## config.mk

```make
export PLATFORM = sky130hd
export DESIGN_NAME = shift_add_mult8
export DESIGN_NICKNAME = d
export VERILOG_FILES = /design/src/rtl/shift_add_mult8.sv
export SDC_FILE = /design/constraint.sdc
export NUM_CORES = 1
export LEC_CHECK = 0
export ABC_AREA = 1
export BUFFER_PORTS_ARGS = -buffer_cell sky130_fd_sc_hd__clkbuf_2
export CORE_MARGIN = 2
export CORE_UTILIZATION = 30
export DETAILED_ROUTE_END_ITERATION = 10
export GPL_TIMING_DRIVEN = 0
export PLACE_DENSITY_LB_ADDON = 0.05
export RECOVER_POWER = 100
export SLEW_MARGIN = 25
export SYNTH_ARGS = -nofsm -noshare
export SYNTH_HDL_FRONTEND = slang
export SYNTH_SLANG_ARGS = --single-unit
```

## constraint.sdc

```tcl
create_clock -name clk -period 2.35 [get_ports clk]
set_clock_uncertainty 0.1 [all_clocks]
set_input_delay 0.47 -clock clk [delete_from_list [all_inputs] [get_ports clk]]
set_output_delay 0.47 -clock clk [all_outputs]
set_load 0.03 [all_outputs]
```

## src/rtl/shift_add_mult8.sv

```systemverilog
// Sequential unsigned W x W shift-and-add multiplier with valid/ready handshakes.
// Uses one external ripple-carry adder pass per multiplier bit (W cycles per product).
module shift_add_mult8 #(
  parameter int W = 8
) (
  input  logic           clk,
  input  logic           rst,
  input  logic           in_valid,
  output logic           in_ready,
  input  logic [W-1:0]   in_a,
  input  logic [W-1:0]   in_b,
  output logic           out_valid,
  input  logic           out_ready,
  output logic [2*W-1:0] out_p,
  output logic [W-1:0]   add_a,
  output logic [W-1:0]   add_b,
  output logic           add_cin,
  input  logic [W-1:0]   add_s,
  input  logic           add_cout
);

  localparam int CW = $clog2(W) + 1;

  typedef enum logic [1:0] {
    IDLE,
    RUN,
    DONE
  } state_t;

  state_t        r_state;
  state_t        w_next;
  logic [W-1:0]  r_m;
  logic [W-1:0]  r_acc_hi;
  logic [W-1:0]  r_q;
  logic [CW-1:0] r_count;
  logic          w_accept;
  logic          w_last;

  assign w_accept = in_valid && in_ready;
  assign w_last   = (r_count == CW'(W - 1));

  // NOTE: every combinational output gets a default first so no path infers a latch.
  always_comb begin
    w_next    = r_state;
    in_ready  = 1'b0;
    out_valid = 1'b0;
    out_p     = '0;
    add_a     = '0;
    add_b     = '0;
    add_cin   = 1'b0;
    case (r_state)
      IDLE: begin
        in_ready = 1'b1;
        if (w_accept) w_next = RUN;
      end
      RUN: begin
        add_a = r_acc_hi;
        add_b = r_q[0] ? r_m : '0;
        if (w_last) w_next = DONE;
      end
      DONE: begin
        // Product is only visible here, so an abandoned run never leaks a partial result.
        out_valid = 1'b1;
        out_p     = {r_acc_hi, r_q};
        if (out_ready) w_next = IDLE;
      end
      default: w_next = IDLE;
    endcase
  end

  // NOTE: sequential state uses non-blocking assignments so all registers update together.
  always_ff @(posedge clk or posedge rst) begin
    if (rst) begin
      r_state  <= IDLE;
      r_m      <= '0;
      r_acc_hi <= '0;
      r_q      <= '0;
      r_count  <= '0;
    end else begin
      r_state <= w_next;
      case (r_state)
        IDLE: begin
          if (w_accept) begin
            r_m      <= in_a;
            r_q      <= in_b;
            r_acc_hi <= '0;
            r_count  <= '0;
          end
        end
        RUN: begin
          // Adder carry-out becomes the accumulator MSB; the consumed multiplier bit drops off.
          {r_acc_hi, r_q} <= {add_cout, add_s, r_q[W-1:1]};
          r_count         <= r_count + CW'(1);
        end
        default: ;
      endcase
    end
  end

endmodule

```

==> reports/results.ini <==
[outcome]
run_status=finished, final reports clean

[power]
vdd.ir_drop.worst_mv=0.415
power_leakage_nw=1.07
switchingPower_w=0.00121
switching_share_pct=48.0
cellPowerDensity_mw_per_mm2=1280
pwr-share-clk_pct=15.4
pwr-share-seq_pct=34.4
combinationalPowerShare_pct=50.3
power_report.internal_total_w=0.00131
power_w=0.00252

[worst_setup_path]
timing.reg2reg.worst_path_depth=5
critical_path.max_fanout=10
regToRegEndpoint=r_m[0]
criticalPathCategory=reg -> out
critical_path.reg2reg.startpoint=r_state[0]
critical_path_arrival_ns=1.61
timing.critical_path.from_type=register
cp-end-kind=output pin
timing.critical_path.required_ns=1.78
setup.reg_to_reg.worst_slack_ns=0.69

[finish]
finalNetCount=309
syn_to_final_growth_pct=28.0
final_layout_size_suffix_gt1_share_pct=24.0
postLayoutCoreUtil_pct=39.1
finish.instance_area_sq_mm=0.00197
multi_input_area_sq_um=614
antenna_cells=0
ff_latch_area_sq_um=751
fillCellCount=567

[timing]
fin_ws_ns=0.168
worstMarginPinSlew_ns=1.16
final_hold_viol_count=0
rsz_0062_raised_after_global_routing=false
fin_crit_sh_pct=92.8
fmaxAchievable_mhz=458
layout_min_cycle_time_ns=2.18
finalSetupViolCount=0
timing.slew.headroom_pct=22.7
finalSetupTns_ns=0
final_count_of_pins_violating_max_slew=0

[drt]
num_vias=1442
via_count_normalized_by_instance_count=4.13
dr.pass1.iters=4
post_route_ant_nets=0
wl_um=3840
post-route-drc-count=0
dr.first_iter.drc_count=56
wire_per_inst_um=11.0

[grt]
grt_first_pass_wirelength_um=6180
number_of_global_route_vias_before_repair=1282
grt_start_max_net_pins=31
grt_antenna_before_repair=0
all_layer_global_routing_usage_pct=14.8
grt_overflow_total=0

[clock_network]
cts_sinks=30
htree_levels=2
clkTransAtPathRegs_ns=0.06
cts_resized=0
numCtsBuffers=5
worst_case_clock_buffer_depth=2
tritoncts=yes
cts_setup_buffers=0
clkLatencyLatePin_ns=0.28
holdBufCountCts=0
clk_root_buffer_cell=clkbuf_8

[die]
die_height_um=75.7
top_level_ports=64
die_area_sq_mm=0.00572
initial_utilization_pct=30.5
horiz_die_dim_um=75.7
rows=26
fp.coreArea_sq_mm=0.00504

[hold_path]
min_to=r_acc_hi[3]
hold_path_depth=3
timing.hold.worst.class=in -> reg
hold_path_startpoint=add_s[4]

[synthesis]
synth_sequential_area_ratio_pct=48.7
synthesis.area_sq_mm=0.00154
synth_seq_cells=30
synth_warnings=0
synthesis.area_per_instance_sq_um=7.33
netlist-cell-type-count=19
number_of_nets_produced_by_synthesis=240
synth_cells=210

[flow_run]
cap_violations=0

[place]
gp_congestion=0.733
numPortBuffers=62
placedInstanceArea_sq_mm=0.00194
setup_slack_placement_ns=0.464
post_detailed_placement_half_perimeter_wirelength_um=2840

registers in the layout (all words and copies together) (netlist names):
signal    cells
r_count       4
r_m           8
r_q           8
r_acc_hi      8
r_state       2
through the flow:
| stage | hold WS, ns | instances |
|---|---|---|
| floorplan | 0.342 | 210 |
| global placement | 0.357 | 342 |
| detailed placement | 0.360 | 342 |
| CTS | 0.197 | 349 |
| global route | 0.299 | 349 |
| finish | 0.300 | 349 |
power groups by stage:
stage	sequential [W]	clock (W)	combinational (W)
finish	0.000865	0.000387	0.00127
global route	0.000894	0.000424	0.00146
detailed placement	0.000881	0	0.00135
CTS	0.000876	0.000401	0.00136
global placement	0.000884	0	0.00136
floorplan	0.000855	0	0.00102
metal layers:
metal	part of all wire, %	track usage, %	routed length [um]	up-vias
met5	0	0	0	-
met3	5.6	4.63	215	8
met1	48	20.3	1860	638
li1	-	-	-	762
met4	1.8	7.02	70	0
met2	44	21.4	1700	34
logic make-up (layout without fill, tap and decap cells):
kind of cell | count (synthesis) | in the layout | share of synthesized area [%]
and+or+nand+nor | 117 | 117 | 31.5
DFF | 30 | 30 | 48.7
AOI/OAI and AO/OA | 24 | 24 | 8.04
adders and majority gates | 1 | 1 | 0.812
buffers and inverters | 37 | 106 | 10.6
other | 1 | 1 | 0.243
synth_stat cells (all sizes together):
cell,n,area (sq um)
nand2,70,265
nor2,41,189
dfrtp,30,751
inv,28,105
o21ai,20,104
buf,9,58.8
nand3,5,25.0
a21oi,4,20.0
conb,1,3.75
ha,1,12.5
nand4,1,6.26
worst max-delay path: stages (launching register included):
cell and delay, ns:
dfrtp_1 0.38, inv_1 0.10, nand2_1 0.10, buf_4 0.19
buf_6 0.16, nor2_2 0.09, clkbuf_1 0.31
layout make-up:
type	instances	share of cell area, %
multi-input combinational	143	31.2
buffer	9	2.60
sequential	30	38.1
clock buffer	7	3.87
inverter	28	5.33
tap	70	4.44
timing repair buffer	62	14.5
how the worst max path moves through the flow:
| stage | slack (ns) | start | to | cells past startpoint |
|---|---|---|---|---|
| final | 0.17 | r_state[1] | add_b[6] | 6 |
| after global routing | 0.03 | r_state[0] | out_p[12] | 5 |
| after CTS | 0.14 | r_state[0] | out_p[6] | 5 |
| after detailed placement | 0.46 | r_state[1] | out_p[6] | 6 |
| after global placement | 0.45 | r_state[0] | out_p[4] | 5 |
| after floorplan | 0.28 | r_state[0] | out_p[0] | 4 |
cells in the final DEF, fill, tap and decap left out, drive strengths merged:
cell,n
nand3,5
nor2,41
ha,1
conb,1
inv,28
buf,4
dfrtp,30
nand4,1
a21oi,4
nand2,70
o21ai,20
clkbuf,74
Power figures use the tool's default switching activity.
